<file path="src/rtl/alu_writeback_pkg.sv">
// Shared types for the ALU writeback block.
// Phase encoding and FIFO entry field layout.
package alu_writeback_pkg;

  typedef enum logic {
    PH_FIRST  = 1'b0,
    PH_SECOND = 1'b1
  } phase_t;

  // Entry layout, LSB first: y2 | y1 | rd2 | rd1 | dual
  function automatic int entry_w(int dw, int aw);
    return 1 + 2 * aw + 2 * dw;
  endfunction

  function automatic int off_y1(int dw);
    return dw;
  endfunction

  function automatic int off_rd2(int dw);
    return 2 * dw;
  endfunction

  function automatic int off_rd1(int dw, int aw);
    return 2 * dw + aw;
  endfunction

  function automatic int off_dual(int dw, int aw);
    return 2 * dw + 2 * aw;
  endfunction

endpackage

</file>
<file path="src/rtl/alu_writeback_if.sv">
// Result-pair handshake and register file write port.
// master = ALU / regfile side, slave = writeback block.
interface alu_writeback_if #(
  parameter int DATA_W = 32,
  parameter int ADDR_W = 5,
  parameter int DEPTH  = 4
);
  logic                     in_valid;
  logic                     in_ready;
  logic                     in_dual;
  logic [ADDR_W-1:0]        in_rd1;
  logic [ADDR_W-1:0]        in_rd2;
  logic [DATA_W-1:0]        in_y1;
  logic [DATA_W-1:0]        in_y2;
  logic                     wr_stall;
  logic                     wr_en;
  logic [ADDR_W-1:0]        wr_addr;
  logic [DATA_W-1:0]        wr_data;
  logic [$clog2(DEPTH):0]   count;

  modport master (
    output in_valid, in_dual, in_rd1, in_rd2,
    output in_y1, in_y2, wr_stall,
    input  in_ready, wr_en, wr_addr, wr_data, count
  );

  modport slave (
    input  in_valid, in_dual, in_rd1, in_rd2,
    input  in_y1, in_y2, wr_stall,
    output in_ready, wr_en, wr_addr, wr_data, count
  );
endinterface

</file>
<file path="src/rtl/alu_writeback_result_fifo.sv">
// Synchronous FIFO with occupancy count.
// Full/empty come from the count, pointers wrap mod DEPTH.
module result_fifo #(
  parameter int W     = 8,
  parameter int DEPTH = 4
) (
  input  logic                   clk,
  input  logic                   rst,
  input  logic                   i_push,
  input  logic                   i_pop,
  input  logic [W-1:0]           i_din,
  output logic [W-1:0]           o_dout,
  output logic [$clog2(DEPTH):0] o_count
);
  localparam int AW = $clog2(DEPTH);

  logic [W-1:0]  r_mem [DEPTH];
  logic [AW-1:0] r_wptr;
  logic [AW-1:0] r_rptr;
  logic [AW:0]   r_count;

  // Storage array, written on push only
  always_ff @(posedge clk) begin
    if (i_push) r_mem[r_wptr] <= i_din;
  end

  // Pointers and occupancy
  always_ff @(posedge clk or posedge rst) begin
    if (rst) begin
      r_wptr  <= '0;
      r_rptr  <= '0;
      r_count <= '0;
    end else begin
      if (i_push) r_wptr <= r_wptr + 1'b1;
      if (i_pop)  r_rptr <= r_rptr + 1'b1;
      unique case ({i_push, i_pop})
        2'b10:   r_count <= r_count + 1'b1;
        2'b01:   r_count <= r_count - 1'b1;
        default: r_count <= r_count;
      endcase
    end
  end

  assign o_dout  = r_mem[r_rptr];
  assign o_count = r_count;
endmodule

</file>
<file path="src/rtl/alu_writeback.sv">
// ALU dual-result writeback: buffers result pairs and
// serialises them onto the single regfile write port.
module alu_writeback
  import alu_writeback_pkg::*;
#(
  parameter int DATA_W = 32,
  parameter int ADDR_W = 5,
  parameter int DEPTH  = 4
) (
  input  logic           clk,
  input  logic           rst,
  alu_writeback_if.slave bus
);
  localparam int EW = entry_w(DATA_W, ADDR_W);
  localparam int CW = $clog2(DEPTH) + 1;
  localparam int OY1 = off_y1(DATA_W);
  localparam int OR2 = off_rd2(DATA_W);
  localparam int OR1 = off_rd1(DATA_W, ADDR_W);
  localparam int ODL = off_dual(DATA_W, ADDR_W);

  phase_t              r_phase;
  phase_t              w_phase_nxt;
  logic                r_wr_en;
  logic [ADDR_W-1:0]   r_wr_addr;
  logic [DATA_W-1:0]   r_wr_data;
  logic                w_en_nxt;
  logic [ADDR_W-1:0]   w_addr_nxt;
  logic [DATA_W-1:0]   w_data_nxt;
  logic                w_push;
  logic                w_pop;
  logic                w_ready;
  logic                w_empty;
  logic [CW-1:0]       w_count;
  logic [EW-1:0]       w_din;
  logic [EW-1:0]       w_dout;
  logic                w_dual;
  logic [ADDR_W-1:0]   w_rd1;
  logic [ADDR_W-1:0]   w_rd2;
  logic [DATA_W-1:0]   w_y1;
  logic [DATA_W-1:0]   w_y2;

  assign w_ready = (w_count != CW'(DEPTH));
  assign w_empty = (w_count == '0);
  assign w_push  = bus.in_valid & w_ready;
  assign w_din   = {bus.in_dual, bus.in_rd1, bus.in_rd2,
                    bus.in_y1, bus.in_y2};

  assign w_dual = w_dout[ODL];
  assign w_rd1  = w_dout[OR1 +: ADDR_W];
  assign w_rd2  = w_dout[OR2 +: ADDR_W];
  assign w_y1   = w_dout[OY1 +: DATA_W];
  assign w_y2   = w_dout[0 +: DATA_W];

  result_fifo #(
    .W     (EW),
    .DEPTH (DEPTH)
  ) u_fifo (
    .clk     (clk),
    .rst     (rst),
    .i_push  (w_push),
    .i_pop   (w_pop),
    .i_din   (w_din),
    .o_dout  (w_dout),
    .o_count (w_count)
  );

  // Phase FSM next-state and write slot selection
  always_comb begin
    w_phase_nxt = r_phase;
    w_pop       = 1'b0;
    w_en_nxt    = 1'b0;
    w_addr_nxt  = r_wr_addr;
    w_data_nxt  = r_wr_data;
    if (!bus.wr_stall) begin
      unique case (r_phase)
        PH_FIRST: begin
          if (!w_empty) begin
            w_addr_nxt = w_rd1;
            w_data_nxt = w_y1;
            w_en_nxt   = (w_rd1 != '0);
            if (w_dual) w_phase_nxt = PH_SECOND;
            else        w_pop       = 1'b1;
          end
        end
        PH_SECOND: begin
          w_addr_nxt  = w_rd2;
          w_data_nxt  = w_y2;
          w_en_nxt    = (w_rd2 != '0);
          w_pop       = 1'b1;
          w_phase_nxt = PH_FIRST;
        end
        default: w_phase_nxt = PH_FIRST;
      endcase
    end
  end

  // Phase register and registered write port
  always_ff @(posedge clk or posedge rst) begin
    if (rst) begin
      r_phase   <= PH_FIRST;
      r_wr_en   <= 1'b0;
      r_wr_addr <= '0;
      r_wr_data <= '0;
    end else begin
      r_phase   <= w_phase_nxt;
      r_wr_en   <= w_en_nxt;
      r_wr_addr <= w_addr_nxt;
      r_wr_data <= w_data_nxt;
    end
  end

  assign bus.in_ready = w_ready;
  assign bus.wr_en    = r_wr_en;
  assign bus.wr_addr  = r_wr_addr;
  assign bus.wr_data  = r_wr_data;
  assign bus.count    = w_count;
endmodule

</file>
<file path="src/flat_wrapper.sv">
// flat-port wrapper written by rule: the top's interface ports become plain ports
module alu_writeback_flat import alu_writeback_pkg::*;
#(
  parameter int DATA_W = 32,
  parameter int ADDR_W = 5,
  parameter int DEPTH  = 4
)
  (clk, rst, bus_in_valid, bus_in_dual, bus_in_rd1, bus_in_rd2, bus_in_y1, bus_in_y2, bus_wr_stall, bus_in_ready, bus_wr_en, bus_wr_addr, bus_wr_data, bus_count);
  alu_writeback_if #(.DATA_W(DATA_W), .ADDR_W(ADDR_W), .DEPTH(DEPTH)) bus_i ();
  input  logic clk;
  input  logic rst;
  input wire logic [$bits(bus_i.in_valid)-1:0] bus_in_valid;
  input wire logic [$bits(bus_i.in_dual)-1:0] bus_in_dual;
  input wire logic [$bits(bus_i.in_rd1)-1:0] bus_in_rd1;
  input wire logic [$bits(bus_i.in_rd2)-1:0] bus_in_rd2;
  input wire logic [$bits(bus_i.in_y1)-1:0] bus_in_y1;
  input wire logic [$bits(bus_i.in_y2)-1:0] bus_in_y2;
  input wire logic [$bits(bus_i.wr_stall)-1:0] bus_wr_stall;
  output wire logic [$bits(bus_i.in_ready)-1:0] bus_in_ready;
  output wire logic [$bits(bus_i.wr_en)-1:0] bus_wr_en;
  output wire logic [$bits(bus_i.wr_addr)-1:0] bus_wr_addr;
  output wire logic [$bits(bus_i.wr_data)-1:0] bus_wr_data;
  output wire logic [$bits(bus_i.count)-1:0] bus_count;
  assign bus_i.in_valid = bus_in_valid;
  assign bus_i.in_dual = bus_in_dual;
  assign bus_i.in_rd1 = bus_in_rd1;
  assign bus_i.in_rd2 = bus_in_rd2;
  assign bus_i.in_y1 = bus_in_y1;
  assign bus_i.in_y2 = bus_in_y2;
  assign bus_i.wr_stall = bus_wr_stall;
  assign bus_in_ready = bus_i.in_ready;
  assign bus_wr_en = bus_i.wr_en;
  assign bus_wr_addr = bus_i.wr_addr;
  assign bus_wr_data = bus_i.wr_data;
  assign bus_count = bus_i.count;
  alu_writeback #(.DATA_W(DATA_W), .ADDR_W(ADDR_W), .DEPTH(DEPTH)) u_core (.clk(clk), .rst(rst), .bus(bus_i));
endmodule
</file>
<file path="config.mk">
export PLATFORM = sky130hd
export DESIGN_NAME = alu_writeback_flat
export DESIGN_NICKNAME = d
export VERILOG_FILES = /design/src/rtl/alu_writeback_pkg.sv /design/src/rtl/alu_writeback_if.sv /design/src/rtl/alu_writeback_result_fifo.sv /design/src/rtl/alu_writeback.sv /design/src/flat_wrapper.sv
export SDC_FILE = /design/constraint.sdc
export NUM_CORES = 1
export LEC_CHECK = 0
export CELL_PAD_IN_SITES_DETAIL_PLACEMENT = 0
export CELL_PAD_IN_SITES_GLOBAL_PLACEMENT = 1
export CORE_UTILIZATION = 40
export CTS_BUF_LIST = sky130_fd_sc_hd__clkbuf_2
export DETAILED_ROUTE_END_ITERATION = 6
export GPL_ROUTABILITY_DRIVEN = 0
export PLACE_DENSITY = 0.72
export RECOVER_POWER = 100
export REMOVE_ABC_BUFFERS = 1
export SLEW_MARGIN = 10
export SYNTH_ARGS = -nofsm -noshare
export SYNTH_HDL_FRONTEND = slang
export SYNTH_HIERARCHICAL = 1
export SYNTH_SLANG_ARGS = --single-unit
</file>
<file path="constraint.sdc">
create_clock -name clk -period 4.16 [get_ports clk]
set_input_delay 1.248 -clock clk [delete_from_list [all_inputs] [get_ports clk]]
set_output_delay 1.248 -clock clk [all_outputs]
set_load 0.02 [all_outputs]
</file>
==> metrics.cfg, run 1 <==
[power]
p_leak_uw=0.005435
p_per_area_nw_per_um2=670.5
power_frac_comb_pct=31.3
finalPower_uw=10590
internal_power_uw=7319
ir_worst_vdd_mv=0.2984
clkPwrFrac_pct=21.2
p_sw_uw=3266
switching_share_pct=30.85
seq_power_share_pct=47.5

[sta]
tns_ns=0
worst_pin_slew_ns=2.096
fin_crit_sh_pct=90.16
rsz0062_at_grt=false
fin_skew_ns=0.1062
max_freq_mhz=266.6
hold_violations=0
drv_slew=157
period_minus_slack_ns=3.751
setup_viol=0
slew_headroom_pct=-39.79

[cts]
worstSkewPairLatency_ns=0.89
cts_sinks=346
cts_resized=0
cts_tree=built
ctsHoldBuffers=0
cts_max_level=3
cts_buffers=84
postCtsSetupRepairBufs=0
clockBufferDepth=3
clkTransAtPathRegs_ns=0.10
root_buffer=clkbuf_2

[setup_path]
crit_start=bus_in_valid
reg2reg_from=u_core/u_fifo/o_count[0]$_DFFE_PP0P_
path_class=in -> reg
cp_max_fo=22
cp.depth=4
r2r_end=u_core/u_fifo/r_mem[2][59]$_DFFE_PP_
slowest_stage=and2_0
crit_buf_inv=2
ff2ff_path_depth=5
rrSetupSlack_ns=0.57
worstPathCellList=clkdlybuf4s50_1 > and2_0 > and2_0 > clkbuf_2
max_stage_delay_ns=1.49
crit_family=simple AND/OR/NAND/NOR gates
worstSetupStartpointType=input pin
end_kind=flop
critical_path_arrival_ns=4.26
worstPathRequired_ns=4.67
critPathCapture=u_core/u_fifo/r_mem[2][59]$_DFFE_PP_
crit_top_cell=and2_0

[logic_synthesis]
synth-edff-count=300
yosysSeqAreaShare_pct=76.24
synth_seq_cells=346
synth.cell_area_um2=13330
async_flop_share_pct=13.29
syn_inst=565
avgSynthCellArea_um2=23.59
yosysTopAreaCell=edfxtp_1
yosysWarnings=6
synthFlopType=edfxtp_1
synth.area.top_cells=edfxtp_1 (68%), mux4_2 (13%), dfrtp_1 (8.6%)
synth.distinct_cells=28
yosys.area.top_type_share_pct=67.60

[routing]
vias=6250
route.detailed.drc=0
initialDrtViolationCount=341
ant_nets=0
drt-wirelength-per-cell_um=19.74
wirelength_mm=25.30
via_per_inst=4.875
drt-pass1-iter-count=4

[layout]
final_cells=1282
final_cell_mix=edfxtp_1 (300), clkbuf_2 (129), dlygate4sd3_1 (118)
final_common_cell=edfxtp_1
final_area_um2=15790
final_util_pct=48.40
nets=847
area_growth_pct=18.46
layout-drive-gt1-share_pct=32.21

[outcome]
violations=max-capacitance violations, max-slew violations
outcome=finished, violations left

[grt]
grt_max_degree=41
grt_overflow=0
antenna_found_initial=8
grt_usage_pct=15.74
grt_pass1_wl_mm=39.48
grt_pass1_vias=7034

[placed_design]
hpwl_mm=15.42
io_buffers=120
place_inst=1118
placed_cell_area_um2=15060

[job]
drv_cap=6

[floorplan]
ioPinCount=121
fp.dieW_um=184.5
dieArea_um2=34050
initial_utilization_pct=40.86
rows=66
core_area_um2=32620
die_h_um=184.5

[worst_hold_path]
hold_path.class=reg -> reg
hp-start=u_core/bus.wr_data[14]$_DFFE_PP0P_

-- per-stage QoR --
step	worst slack [ns]	hold WS [ns]
floorplan	-1.050	0.4936
global placement	0.7893	0.4912
detailed placement	0.7125	0.4926
CTS	0.6203	0.5180
global route	0.3103	0.5221
finish	0.4092	0.4892
-- routing by layer --
layer	wire, um	up-vias	track usage, %	share of wire, %
li1	-	2808	-	-
met1	10690	3226	19.77	42
met2	12540	176	25.75	50
met3	1678	36	4.742	6.6
met4	363	4	5.733	1.4
met5	27	-	0	0.11
-- state kept, by name, indices dropped and copies added, names as in the netlist --
register               count
u_core/bus.wr_en           1
u_core/u_fifo/r_wptr       2
u_core/bus.wr_addr         5
u_core/u_fifo/r_mem      300
u_core/u_fifo/r_rptr       2
u_core/r_phase             1
u_core/u_fifo/o_count      3
u_core/bus.wr_data        32
-- cells in the mapped netlist, drive strengths merged, types with 2 or more instances --
library cell / instances
edfxtp: 300
nor4: 2
xnor2: 2
buf: 23
dfrtp: 46
mux2: 74
and2: 5
or4: 2
nand2: 5
mux4: 75
nor2: 4
clkbuf: 2
xor2: 4
nor3: 2
inv: 9
ha: 5
-- layout make-up --
cell class              count  area (um2)
multi-input cells         185        2851
clock buffers             127       635.6
flip-flops and latches    346       10170
inverters                   9       33.78
repair buffers            136        1355
diodes                      8       20.02
clock inverters            29       170.2
well taps                 442       553.0
fillers                  2716       16830
-- cell families (layout without fill, tap and decap cells) --
| group | count (synthesis) | after routing | share of synthesized area [%] |
|---|---|---|---|
| buffers and inverters | 34 | 301 | 1.840 |
| and+or+nand+nor | 20 | 20 | 0.9014 |
| DFF | 346 | 346 | 76.24 |
| other | 0 | 8 | 0 |
| muxes | 150 | 150 | 19.85 |
| xor gates and xnor gates | 6 | 6 | 0.3943 |
| AOI/OAI and AO/OA | 3 | 3 | 0.1596 |
| adders and majority gates | 6 | 6 | 0.6197 |
-- worst min path at each step --
| stage | cells past startpoint | endpoint | slack [ns] |
|---|---|---|---|
| finish | 1 | u_core/bus.wr_data[14]$_DFFE_PP0P_ | 0.49 |
| global route | 1 | u_core/bus.wr_data[8]$_DFFE_PP0P_ | 0.52 |
| floorplan | 1 | u_core/u_fifo/r_wptr[0]$_DFFE_PP0P_ | 0.49 |
| global placement | 1 | u_core/bus.wr_data[27]$_DFFE_PP0P_ | 0.49 |
| CTS | 1 | u_core/bus.wr_addr[3]$_DFFE_PP0P_ | 0.52 |
| detailed placement | 1 | u_core/bus.wr_data[14]$_DFFE_PP0P_ | 0.49 |
-- worst reg2reg max path, stage by stage, from the launching register on --
cell and delay [ns]:
dfrtp_1 0.51, nor2_1 0.07, nand2_1 0.08, and2_0 0.45, and2_0 1.49, clkbuf_2 0.62
-- power by group through the flow --
stage                     clock (uW)  sequential [uW]  combinational, uW
after floorplan                    0             5520               2080
after global placement             0             5080               3590
after detailed placement           0             5130               3630
after CTS                       2340             5060               3650
after global routing            2510             5130               3570
final                           2240             5030               3310
Power figures use the tool's default switching activity.
==> run 2, diff against run 1 <==
--- a/config.mk
+++ b/config.mk
@@ -11,7 +11,7 @@
 export CTS_BUF_LIST = sky130_fd_sc_hd__clkbuf_2
 export DETAILED_ROUTE_END_ITERATION = 6
 export GPL_ROUTABILITY_DRIVEN = 0
-export PLACE_DENSITY = 0.72
+export PLACE_DENSITY_LB_ADDON = 0.1
 export RECOVER_POWER = 100
 export REMOVE_ABC_BUFFERS = 1
 export SLEW_MARGIN = 10
==> run 2 against run 1 <==
  * The flow still finishes with violations (max-capacitance violations, max-slew violations)
  * Clock power hardly changed
  * Cell count grew 0.16%
  * Total power rose by 0.23%
  * Critical path type unchanged
  * Largest cell class unchanged
==> metrics.cfg, run 2 (synthesis results as in run 1) <==
[outcome]
outcome=finished, violations left
violations=max-capacitance violations, max-slew violations

[placed_design]
hpwl_mm=15.53
placed_cell_area_um2=15090
io_buffers=120
place_inst=1121

[cts]
cts_tree=built
ctsHoldBuffers=0
cts_max_level=3
cts_sinks=346
worstSkewPairLatency_ns=0.86
cts_resized=0
root_buffer=clkbuf_2
clockBufferDepth=3
cts_buffers=87
clkTransAtPathRegs_ns=0.10
postCtsSetupRepairBufs=0

[sta]
setup_viol=0
whs_ns=0.4854
fin_crit_sh_pct=87.43
fin_skew_ns=0.09643
worst_pin_slew_ns=1.924
slew_headroom_pct=-28.36
max_freq_mhz=274.9
period_minus_slack_ns=3.637
rsz0062_at_grt=false
tns_ns=0
drv_slew=112
hold_violations=0

[grt]
grt_pass1_vias=7146
antenna_found_initial=3
grt_max_degree=56
grt_usage_pct=16.26
grt_pass1_wl_mm=40.70
grt_overflow=0

[layout]
area_growth_pct=18.35
final_cells=1284
final_common_cell=edfxtp_1
nets=853
largest_register_ffs=300
layout-drive-gt1-share_pct=33.45
multiInputGateArea_um2=2831
seq_area_um2=10170
top_register=u_core/u_fifo/r_mem
final_cell_mix=edfxtp_1 (300), clkbuf_2 (140), dlygate4sd3_1 (118)
fill_cells=2755
final_area_um2=15770

[routing]
drt-pass1-iter-count=4
ant_nets=0
initialDrtViolationCount=446
via_per_inst=4.867
wirelength_mm=26.09
route.detailed.drc=0
drt-wirelength-per-cell_um=20.32
vias=6249

[setup_path]
cp_max_fo=28
crit_buf_inv=2
crit_family=simple AND/OR/NAND/NOR gates
worstSetupStartpointType=input pin
path_class=in -> reg
worstPathRequired_ns=4.58
slowest_stage=and2_1
critical_path_arrival_ns=4.06
worstPathCellList=clkdlybuf4s50_1 > and2_0 > and2_1 > clkbuf_1
max_stage_delay_ns=1.30
end_kind=flop

[floorplan]
core_area_um2=32620
fp.dieW_um=184.5
initial_utilization_pct=40.86
ioPinCount=121
die_h_um=184.5
rows=66
dieArea_um2=34050

[power]
p_leak_uw=0.005456
p_per_area_nw_per_um2=672.7
finalPower_uw=10610
clkPwrFrac_pct=21.4
ir_worst_vdd_mv=0.2820
power_frac_comb_pct=31.0
switching_share_pct=31.32
internal_power_uw=7287
seq_power_share_pct=47.6
p_sw_uw=3323

[worst_hold_path]
hold_path.class=reg -> reg

[job]
drv_cap=4

run 2: cell count changes in the layout (fill, tap and decap cells not counted), moves of 2 or more:
cell      previous run  this run
mux2_4              10         4
clkbuf_2           129       140
clkinv_2             0         4
mux2_1              31        33
clkbuf_1             3         7
and2_0               5         2
and2_1               0         2
diode_2              8         2
clkinv_1            23        13
mux2_2              33        37
run 2: routing by layer:
| layer | part of all wire [%] | track usage [%] | up-vias |
|---|---|---|---|
| met1 | 43 | 20.56 | 3245 |
| li1 | - | - | 2798 |
| met5 | 0.065 | 0 | - |
| met3 | 4.9 | 4.169 | 46 |
| met4 | 1.8 | 6.367 | 2 |
| met2 | 50 | 26.82 | 158 |
run 2: worst paths after layout:
check / start / endpoint / slack, ns / depth (start not counted)
min: u_core/bus.wr_addr[4]$_DFFE_PP0P_ / u_core/bus.wr_addr[4]$_DFFE_PP0P_ / 0.49 / 1
max in group asynchronous: rst / u_core/bus.wr_data[4]$_DFFE_PP0P_ / 1.35 / 3
max reg2reg: u_core/u_fifo/o_count[0]$_DFFE_PP0P_ / u_core/u_fifo/r_mem[1][44]$_DFFE_PP_ / 0.70 / 5
min in group asynchronous: rst / u_core/u_fifo/o_count[2]$_DFFE_PP0P_ / 0.78 / 2
min reg2reg: u_core/bus.wr_addr[4]$_DFFE_PP0P_ / u_core/bus.wr_addr[4]$_DFFE_PP0P_ / 0.49 / 1
max: bus_in_valid / u_core/u_fifo/r_mem[1][44]$_DFFE_PP_ / 0.52 / 4
run 2: stage by stage:
stage / worst slack [ns] / util (%)
after floorplan: -1.050 / -
after global placement: 0.7539 / 46.25
after detailed placement: 0.6830 / 46.25
after CTS: 0.6840 / 48.78
after global routing: 0.3528 / 48.35
final: 0.5228 / 48.35
run 2: cell type report:
type                            count  area share [%]
Antenna cell                        2         0.03173
Sequential cell                   346           64.47
Inverter                            9          0.2142
Clock inverter                     23          0.8567
Timing Repair Buffer              139           8.591
Clock buffer                      138           4.379
Tap cell                          442           3.506
Multi-Input combinational cell    185           17.95
run 2: power by group through the flow:
stage	logic, uW	clock network, uW	registers [uW]
finish	3290	2270	5050
global route	3560	2570	5150
floorplan	2080	0	5520
global placement	3660	0	5110
CTS	3700	2380	5080
detailed placement	3690	0	5150
==> run 3, diff against run 2 <==
--- a/config.mk
+++ b/config.mk
@@ -5,12 +5,12 @@
 export SDC_FILE = /design/constraint.sdc
 export NUM_CORES = 1
 export LEC_CHECK = 0
+export CAP_MARGIN = 10
 export CELL_PAD_IN_SITES_DETAIL_PLACEMENT = 0
 export CELL_PAD_IN_SITES_GLOBAL_PLACEMENT = 1
-export CORE_UTILIZATION = 40
+export CORE_UTILIZATION = 53
 export CTS_BUF_LIST = sky130_fd_sc_hd__clkbuf_2
 export DETAILED_ROUTE_END_ITERATION = 6
-export GPL_ROUTABILITY_DRIVEN = 0
 export PLACE_DENSITY_LB_ADDON = 0.1
 export RECOVER_POWER = 100
 export REMOVE_ABC_BUFFERS = 1
==> run 3 against run 2 <==
  * The run still ends with max-capacitance violations, max-slew violations left
  * Routed wire length decreased by 6.3%
  * First-iteration DRC count decreased by 13%
  * Worst setup slack improved by 0.044 ns
  * Global-route usage increased by 4.1 points
  * Combinational power increased by 2%
  * Non-clock buffer count decreased by 3
  * Cell count decreased by 9.6%
  * Sequential share of layout area increased by 0.51 points
  * Count of clock-buffer cells in the layout decreased by 15
==> metrics.cfg, run 3 (synthesis results as in run 1) <==
[outcome]
outcome=finished, violations left
violations=max-capacitance violations, max-slew violations

[layout]
seq_area_um2=10160
final_util_pct=63.95
final_cell_mix=edfxtp_1 (300), clkbuf_2 (124), dlygate4sd3_1 (119)
final_area_um2=15640
fill_cells=1738
nets=848
multiInputGateArea_um2=2829
largest_register_ffs=300
area_growth_pct=17.38
layout-drive-gt1-share_pct=32.53
top_register=u_core/u_fifo/r_mem
final_common_cell=edfxtp_1

[setup_path]
ff2ff_path_depth=5
end_kind=flop
reg2reg_from=u_core/u_fifo/o_count[0]$_DFFE_PP0P_
slowest_stage=and2_0
crit_buf_inv=2
cp_max_fo=24
path_class=in -> reg
max_stage_delay_ns=1.50
critical_path_arrival_ns=4.10
crit_family=simple AND/OR/NAND/NOR gates
worstPathCellList=dlygate4sd3_1 > and2_0 > and2_0 > buf_4
rrSetupSlack_ns=0.84
worstSetupStartpointType=input pin
r2r_end=u_core/u_fifo/r_mem[3][57]$_DFFE_PP_
crit_top_cell=and2_0
worstPathRequired_ns=4.66

[floorplan]
core_area_um2=24460
ioPinCount=121
dieArea_um2=25780
rows=57
initial_utilization_pct=54.48
fp.dieW_um=160.6
die_h_um=160.6

[sta]
fin_skew_ns=0.05357
fin_crit_sh_pct=86.38
max_freq_mhz=278.3
period_minus_slack_ns=3.593
hold_violations=0
drv_slew=208
worst_pin_slew_ns=2.112
rsz0062_at_grt=false
setup_viol=0
slew_headroom_pct=-40.82

[cts]
cts_tree=built
postCtsSetupRepairBufs=0
root_buffer=clkbuf_2
clkTransAtPathRegs_ns=0.10
cts_buffers=85
cts_sinks=346
clockBufferDepth=3
ctsHoldBuffers=0
worstSkewPairLatency_ns=0.85
cts_resized=0
cts_max_level=3

[routing]
drt-pass1-iter-count=5
ant_nets=0
vias=6210
initialDrtViolationCount=389
wirelength_mm=24.46
via_per_inst=5.349
drt-wirelength-per-cell_um=21.07
route.detailed.drc=0

[worst_hold_path]
hold_path_end=u_core/bus.wr_data[21]$_DFFE_PP0P_
hold_path_depth=1
hold_path.class=reg -> reg
hp-start=u_core/bus.wr_data[21]$_DFFE_PP0P_

[grt]
grt_pass1_wl_mm=39.15
grt_usage_pct=20.41
grt_pass1_vias=7031
grt_max_degree=77
antenna_found_initial=5
grt_overflow=0

[power]
finalPower_uw=10590
ir_worst_vdd_mv=0.5294
p_per_area_nw_per_um2=676.9
p_leak_uw=0.005408

[placed_design]
placed_cell_area_um2=14950
io_buffers=120
gp_congestion=0.6986
hpwl_mm=14.14

[job]
drv_cap=6

## run 3: cell types whose count changed in the layout (fill, tap and decap cells not counted), moves of 3 or more
cell / before / now
clkbuf_2: 140 / 124
clkinv_1: 13 / 21
diode_2: 2 / 7
clkbuf_1: 7 / 3
mux2_1: 33 / 29
mux2_2: 37 / 41
buf_12: 3 / 6
## run 3: worst max path at each step
stage / from / endpoint / slack, ns / cells past startpoint
after floorplan: u_core/u_fifo/r_rptr[0]$_DFFE_PP0P_ / u_core/u_fifo/o_count[2]$_DFFE_PP0P_ / -1.05 / 8
after global placement: bus_wr_stall / u_core/u_fifo/o_count[2]$_DFFE_PP0P_ / 0.77 / 8
after detailed placement: bus_wr_stall / u_core/u_fifo/o_count[2]$_DFFE_PP0P_ / 0.76 / 8
after CTS: u_core/u_fifo/o_count[1]$_DFFE_PP0P_ / bus_in_ready / 0.70 / 3
after global routing: bus_in_valid / u_core/u_fifo/r_mem[3][57]$_DFFE_PP_ / 0.44 / 4
final: bus_in_valid / u_core/u_fifo/r_mem[3][57]$_DFFE_PP_ / 0.57 / 4
## run 3: per-layer routing
layer | GRT usage, % | share of wire, %
met5 | 0 | 0.11
met4 | 7.749 | 1.7
met3 | 4.830 | 5.9
met2 | 33.49 | 51
met1 | 26.71 | 41
## run 3: cell type report
| class | instances | share of cell area [%] |
|---|---|---|
| repair buffers | 136 | 8.839 |
| multi-input cells | 185 | 18.09 |
| clock buffers | 123 | 3.935 |
| well taps | 324 | 2.592 |
| diodes | 7 | 0.1120 |
| inverters | 9 | 0.2160 |
| flip-flops and latches | 346 | 64.98 |
| clock inverters | 31 | 1.240 |
## run 3: stage by stage
step	TNS (ns)	worst slack (ns)	std cells	hold slack, ns
final	0	0.5667	1161	0.4909
after detailed placement	0	0.7589	1000	0.4903
after CTS	0	0.7027	1154	0.5252
after global placement	0	0.7728	1000	0.4906
after floorplan	-8.339	-1.050	540	0.4936
after global routing	0	0.4371	1159	0.5164
## run 3: power breakdown
group          switching [uW]  total, uW  internal [uW]  leakage [uW]
Clock                    1290       2220            927      0.000593
Sequential                339       5000           4660       0.00329
Combinational            1650       3370           1720       0.00153
Total                    3280      10600           7310       0.00541
